===== src/rtl/fetch_if_id_stage_if.sv =====
// Instruction-memory request/response channel between the fetch stage (master)
// and instruction memory (slave). One request outstanding at a time.
interface fetch_if_id_stage_if #(
    parameter int XLEN = 32
) ();
    logic            imem_req;
    logic [XLEN-1:0] imem_addr;
    logic            imem_rvalid;
    logic [31:0]     imem_rdata;

    modport master (
        output imem_req,
        output imem_addr,
        input  imem_rvalid,
        input  imem_rdata
    );

    modport slave (
        input  imem_req,
        input  imem_addr,
        output imem_rvalid,
        output imem_rdata
    );
endinterface


===== src/rtl/fetch_if_id_stage.sv =====
// Fetch stage plus IF/ID pipeline register: owns the PC, keeps one imem request
// in flight, parks a response that lands while ID is stalled, and squashes on flush.
module fetch_if_id_stage #(
    parameter int          XLEN      = 32,
    parameter logic [XLEN-1:0] RESET_PC  = '0,
    parameter logic [31:0] NOP_INSTR = 32'h0000_0013
) (
    input  logic                 clk,
    input  logic                 reset,
    input  logic                 stall_IFID,
    input  logic                 flush,
    input  logic [XLEN-1:0]      branch_target,
    fetch_if_id_stage_if.master  imem,
    output logic [31:0]          instr_ID,
    output logic [XLEN-1:0]      pc_ID,
    output logic                 valid_ID
);

    typedef enum logic [1:0] {
        FETCH = 2'd0,
        HOLD  = 2'd1,
        DRAIN = 2'd2
    } fetchState_e;

    fetchState_e     state_q, state_d;
    logic [XLEN-1:0] pc_q, pc_d;
    logic [XLEN-1:0] reqAddr_q, reqAddr_d;
    logic [31:0]     bufInstr_q, bufInstr_d;
    logic [XLEN-1:0] bufPc_q, bufPc_d;
    logic [31:0]     instrId_q, instrId_d;
    logic [XLEN-1:0] pcId_q, pcId_d;
    logic            validId_q, validId_d;

    logic            accept;
    logic [XLEN-1:0] alignedTarget;

    assign alignedTarget  = {branch_target[XLEN-1:2], 2'b00};
    // Reset gates the request so a response arriving during reset can never be accepted.
    assign imem.imem_req  = (state_q != HOLD) && !reset;
    assign imem.imem_addr = reqAddr_q;
    assign accept         = imem.imem_req && imem.imem_rvalid;

    assign instr_ID = instrId_q;
    assign pc_ID    = pcId_q;
    assign valid_ID = validId_q;

    always_ff @(posedge clk) begin
        if (reset) begin
            state_q    <= FETCH;
            pc_q       <= RESET_PC;
            reqAddr_q  <= RESET_PC;
            bufInstr_q <= NOP_INSTR;
            bufPc_q    <= '0;
            instrId_q  <= NOP_INSTR;
            pcId_q     <= '0;
            validId_q  <= 1'b0;
        end else begin
            state_q    <= state_d;
            pc_q       <= pc_d;
            reqAddr_q  <= reqAddr_d;
            bufInstr_q <= bufInstr_d;
            bufPc_q    <= bufPc_d;
            instrId_q  <= instrId_d;
            pcId_q     <= pcId_d;
            validId_q  <= validId_d;
        end
    end

    always_comb begin
        state_d    = state_q;
        pc_d       = pc_q;
        reqAddr_d  = reqAddr_q;
        bufInstr_d = bufInstr_q;
        bufPc_d    = bufPc_q;
        instrId_d  = instrId_q;
        pcId_d     = pcId_q;
        validId_d  = validId_q;

        unique case (state_q)
            FETCH: begin
                if (accept) begin
                    if (flush) begin
                        pc_d      = alignedTarget;
                        reqAddr_d = alignedTarget;
                        validId_d = 1'b0;
                        instrId_d = NOP_INSTR;
                    end else if (stall_IFID) begin
                        bufInstr_d = imem.imem_rdata;
                        bufPc_d    = reqAddr_q;
                        pc_d       = reqAddr_q + XLEN'(4);
                        state_d    = HOLD;
                    end else begin
                        instrId_d = imem.imem_rdata;
                        pcId_d    = reqAddr_q;
                        validId_d = 1'b1;
                        reqAddr_d = reqAddr_q + XLEN'(4);
                        pc_d      = reqAddr_q + XLEN'(4);
                    end
                end else if (flush) begin
                    // Address must stay put until memory answers; the redirect waits in pc.
                    pc_d      = alignedTarget;
                    validId_d = 1'b0;
                    instrId_d = NOP_INSTR;
                    state_d   = DRAIN;
                end else if (!stall_IFID) begin
                    validId_d = 1'b0;
                    instrId_d = NOP_INSTR;
                end
            end

            HOLD: begin
                if (flush) begin
                    pc_d      = alignedTarget;
                    reqAddr_d = alignedTarget;
                    validId_d = 1'b0;
                    instrId_d = NOP_INSTR;
                    state_d   = FETCH;
                end else if (!stall_IFID) begin
                    instrId_d = bufInstr_q;
                    pcId_d    = bufPc_q;
                    validId_d = 1'b1;
                    reqAddr_d = bufPc_q + XLEN'(4);
                    pc_d      = bufPc_q + XLEN'(4);
                    state_d   = FETCH;
                end
            end

            DRAIN: begin
                if (flush) begin
                    pc_d      = alignedTarget;
                    validId_d = 1'b0;
                    instrId_d = NOP_INSTR;
                end else if (!stall_IFID) begin
                    validId_d = 1'b0;
                    instrId_d = NOP_INSTR;
                end
                // Stale response is dropped; the most recent redirect target wins.
                if (accept) begin
                    reqAddr_d = flush ? alignedTarget : pc_q;
                    state_d   = FETCH;
                end
            end

            default: begin
                state_d = FETCH;
            end
        endcase
    end

endmodule

===== src/flat_wrapper.sv =====
// flat-port wrapper written by rule: the top's interface ports become plain ports
module fetch_if_id_stage_flat 
#(
    parameter int          XLEN      = 32,
    parameter logic [XLEN-1:0] RESET_PC  = '0,
    parameter logic [31:0] NOP_INSTR = 32'h0000_0013
)
  (clk, reset, stall_IFID, flush, branch_target, instr_ID, pc_ID, valid_ID, imem_imem_req, imem_imem_addr, imem_imem_rvalid, imem_imem_rdata);
  fetch_if_id_stage_if #(.XLEN(XLEN)) imem_i ();
  input  logic clk;
  input  logic reset;
  input  logic stall_IFID;
  input  logic flush;
  input  logic [XLEN-1:0] branch_target;
  output logic [31:0] instr_ID;
  output logic [XLEN-1:0] pc_ID;
  output logic valid_ID;
  output wire logic [$bits(imem_i.imem_req)-1:0] imem_imem_req;
  output wire logic [$bits(imem_i.imem_addr)-1:0] imem_imem_addr;
  input wire logic [$bits(imem_i.imem_rvalid)-1:0] imem_imem_rvalid;
  input wire logic [$bits(imem_i.imem_rdata)-1:0] imem_imem_rdata;
  assign imem_imem_req = imem_i.imem_req;
  assign imem_imem_addr = imem_i.imem_addr;
  assign imem_i.imem_rvalid = imem_imem_rvalid;
  assign imem_i.imem_rdata = imem_imem_rdata;
  fetch_if_id_stage #(.XLEN(XLEN), .RESET_PC(RESET_PC), .NOP_INSTR(NOP_INSTR)) u_core (.clk(clk), .reset(reset), .stall_IFID(stall_IFID), .flush(flush), .branch_target(branch_target), .imem(imem_i), .instr_ID(instr_ID), .pc_ID(pc_ID), .valid_ID(valid_ID));
endmodule

===== config.mk =====
export PLATFORM = sky130hd
export DESIGN_NAME = fetch_if_id_stage_flat
export DESIGN_NICKNAME = d
export VERILOG_FILES = /design/src/rtl/fetch_if_id_stage_if.sv /design/src/rtl/fetch_if_id_stage.sv /design/src/flat_wrapper.sv
export SDC_FILE = /design/constraint.sdc
export NUM_CORES = 1
export LEC_CHECK = 0
export CORE_ASPECT_RATIO = 1.75
export CORE_UTILIZATION = 35
export CTS_BUF_LIST = sky130_fd_sc_hd__clkbuf_8
export DETAILED_ROUTE_END_ITERATION = 8
export GPL_TIMING_DRIVEN = 0
export SLEW_MARGIN = 20
export SYNTH_ARGS = -nofsm -noshare
export SYNTH_HDL_FRONTEND = slang
export SYNTH_SLANG_ARGS = --single-unit

===== constraint.sdc =====
create_clock -name clk -period 2.65 [get_ports clk]
set_input_delay 0.265 -clock clk [delete_from_list [all_inputs] [get_ports clk]]
set_output_delay 0.265 -clock clk [all_outputs]
set_load 0.02 [all_outputs]

==> results.py <==
metrics = {
    "synth": {
        "synthTopCellsByArea": "dfxtp_1, nand2_1, a21oi_1",
        "postSynthCellCount": 1453,
        "yosysUniqueCellTypes": 68,
        "yosys.area.top_type_share_pct": 35.73,
        "synthFlopType": "dfxtp_1",
        "async_reset_ff_share_pct": 0,
        "syn-num-nets": 1528,
        "yosysSeqAreaShare_pct": 35.73,
        "synth_top_cell_by_area": "dfxtp_1",
        "synth-seq-cells": 195,
        "ys_warn_count": 0,
        "synth_edf_count": 0,
        "synth.avg_cell_area_um2": 7.519,
        "syn_area_um2": 10930,
    },
    "die": {
        "core_um2": 30740,
        "dieHeight_um": 235.7,
        "rows": 85,
        "die-area_um2": 31950,
        "ios": 167,
        "start_util_pct": 35.55,
        "die_x_um": 135.6,
    },
    "cells_and_area": {
        "mostFrequentLayoutCells": "nand2_1, dfxtp_1, clkdlybuf4s50_1",
        "nets": 1727,
        "syn_to_final_growth_pct": 29.19,
        "drive_above_1_share_pct": 11.47,
        "fin_util_pct": 45.92,
        "mostFrequentLayoutCell": "nand2_1",
    },
    "power": {
        "seq_power_share_pct": 41.4,
        "power_mw": 8.269,
        "peakVddDrop_v": 0.0003660,
        "p_clk_share_pct": 26.1,
        "p_int_mw": 5.168,
        "combinationalPowerShare_pct": 32.4,
        "power_leakage_nw": 4.969,
        "swShare_pct": 37.50,
        "power.switching_mw": 3.101,
        "cellPowerDensity_nw_per_um2": 585.8,
    },
    "worst_setup_path": {
        "worst_ep_required_time_ns": 3.10,
        "startpoint": "u_core.bufPc_q[2]$_SDFFE_PP0P_",
        "endpoint": "u_core.pc_q[30]$_SDFFE_PP0P_",
        "end_kind": "flip-flop",
        "r2r-start": "u_core.bufPc_q[2]$_SDFFE_PP0P_",
        "r2r_end": "u_core.pc_q[30]$_SDFFE_PP0P_",
        "crit_path_max_fanout": 9,
        "reg2reg_slack_ns": -0.01,
        "r2r_cells": 7,
        "path_class": "flip-flop to flip-flop",
        "crit_arrival_ns": 3.11,
        "cp-start-kind": "flip-flop",
    },
    "clocking": {
        "h-tree-depth": 4,
        "cts_tree": "yes",
        "clock-sinks": 195,
        "path_clk_slew_ns": 0.11,
        "clkLatencyLatePin_ns": 0.54,
        "cts_buffers": 17,
        "clock-root-buffer": "clkbuf_8",
        "cts.path.max_buffers": 2,
        "cts_hold_buf": 0,
    },
    "timing": {
        "worstMarginPinSlew_ns": 1.101,
        "fin_ws_ns": -0.01283,
        "setup-violations-final": 2,
        "finClkSkew_ns": 0.02069,
        "finalCritPeriodShare_pct": 100.5,
        "hold_viol": 0,
        "fmax_ghz": 0.3755,
        "fin_crit_ns": 2.663,
        "relSlewSlack_pct": 26.58,
        "slew_viol_final": 0,
    },
    "grt": {
        "grt_pass1_wl_um": 79060,
        "grt_start_max_net_pins": 17,
        "grt_pass1_vias": 12230,
        "grt.overflow.total": 0,
        "antenna_found_initial": 2,
        "track_usage_pct": 34.23,
    },
    "drt": {
        "drtIter0Drc": 1282,
        "drtAntennaViolNets": 0,
        "dr.pass1.iters": 6,
        "dr_total_vias": 12680,
        "wl_per_cell_um": 26.62,
        "route.detailed.drc": 0,
        "finalWirelength_um": 54760,
        "via_per_inst": 6.162,
    },
    "min_path": {
        "hold_path.class": "primary input to flip-flop",
    },
    "placed_design": {
        "globalplace.congestion": 0.9924,
        "port_buffers": 163,
        "dp_hpwl_um": 40040,
    },
    "run": {
        "maxCapViolCount": 0,
    },
    "outcome": {
        "violations": "negative setup slack",
        "status": "finished, violations left",
    },
}
==> worst min-delay path by stage <==
| stage | start | slack, ns | cells after the start | endpoint |
|---|---|---|---|---|
| detailed placement | u_core.bufInstr_q[31]$_SDFFE_PP0P_ | 0.45 | 2 | u_core.bufInstr_q[31]$_SDFFE_PP0P_ |
| global placement | u_core.bufInstr_q[31]$_SDFFE_PP0P_ | 0.44 | 2 | u_core.bufInstr_q[31]$_SDFFE_PP0P_ |
| global route | imem_imem_rdata[31] | 0.30 | 3 | u_core.bufInstr_q[31]$_SDFFE_PP0P_ |
| finish | imem_imem_rdata[15] | 0.30 | 3 | u_core.bufInstr_q[15]$_SDFFE_PP0P_ |
| CTS | imem_imem_rdata[15] | 0.28 | 3 | u_core.bufInstr_q[15]$_SDFFE_PP0P_ |
| floorplan | imem_imem_rdata[0] | 0.39 | 2 | u_core.bufInstr_q[0]$_SDFFE_PP1P_ |
==> per-stage QoR <==
| stage | area (um2) | hold slack [ns] | instances | setup TNS, ns | setup WS [ns] |
|---|---|---|---|---|---|
| floorplan | 10930 | 0.3892 | 1453 | 0 | 0.07677 |
| global placement | 13050 | 0.4422 | 2007 | -119.23 | -1.247 |
| detailed placement | 13070 | 0.4479 | 2008 | -117.67 | -1.251 |
| CTS | 13770 | 0.2787 | 2039 | -0.03829 | -0.009534 |
| global route | 14110 | 0.3024 | 2057 | -0.007858 | -0.007858 |
| finish | 14110 | 0.2958 | 2057 | -0.01496 | -0.01283 |
==> worst max-delay path: stages (launching register included) <==
cell and delay (ns):
dfxtp_1 0.55, ha_1 0.26, and4_2 0.41, and4_2 0.37, nand3_1 0.11, xnor2_1 0.41, a21oi_1 0.19, a221oi_1 0.26
==> layer usage <==
layer / GRT usage, % / part of all wire, %
met1: 35.79 / 34
met2: 58.15 / 49
met3: 6.998 / 7.7
met4: 27.95 / 9.7
met5: 0 / 0.024
==> flip-flops by register name (all words and copies together) (netlist names) <==
signal,cells
u_core.pc_q,32
u_core.bufPc_q,32
u_core.bufInstr_q,32
u_core.state_q,2
u_core.valid_ID,1
u_core.imem.imem_addr,32
u_core.pc_ID,32
u_core.instr_ID,32
==> area by class of cell <==
type,instances,area (um2)
repair buffers,189,1881
well taps,391,489.2
plain buffers,132,711.9
multi-input cells,1103,6648
clock inverters,14,162.7
fillers,3136,16620
inverters,14,53.80
flip-flops and latches,195,3919
diodes,1,2.502
clock buffers,18,247.7
==> Yosys cell counts (6+ instances only) <==
library cell    n
nand2_1       262
o22ai_1         9
a22oi_1        24
o211ai_1       18
ha_1            6
a32oi_1        11
a22o_1         23
mux2i_1        38
a221oi_1       20
a21o_1         15
a31oi_1        15
clkbuf_1      119
a21oi_1       132
nor4_1          8
and3_1         16
or3_1           6
o32ai_1         8
inv_1          11
a211o_1         6
dfxtp_1       195
and4_1         11
nor2_1        128
xnor2_1        26
nand2b_1        7
nor3_1         25
a211oi_1       46
nor2b_1         6
nand4_1        21
o21ai_0        72
xor2_1         16
o21a_1          6
a221o_1        13
buf_2          10
buf_1          11
nand3_1        40
==> power groups by stage <==
stage / logic (mW) / registers [mW] / clock network (mW)
after floorplan: 1.20 / 3.59 / 0
after CTS: 2.52 / 3.42 / 2.19
after detailed placement: 2.41 / 3.48 / 0
final: 2.68 / 3.43 / 2.16
after global placement: 2.40 / 3.47 / 0
after global routing: 2.83 / 3.45 / 2.28
==> timing repair <==
action,4_1_cts,5_1_grt
pin swaps,3,8
gates cloned,0,2
buffers inserted,5,18
resized for setup,123,77
setup endpoints to repair,181,168
==> cell families (layout without fill, tap and decap cells) <==
family          Yosys count  after routing  synth area share [%]
buf+inv                 155            367                 5.509
other cells               0              1                     0
fa+ha+maj                 6              6                0.6871
xor+xnor                 42             42                 3.367
flops                   195            195                 35.73
compound gates          453            453                 27.74
mux                      40             40                 3.688
simple gates            562            562                 23.28
(Power assumes the default switching activity.)
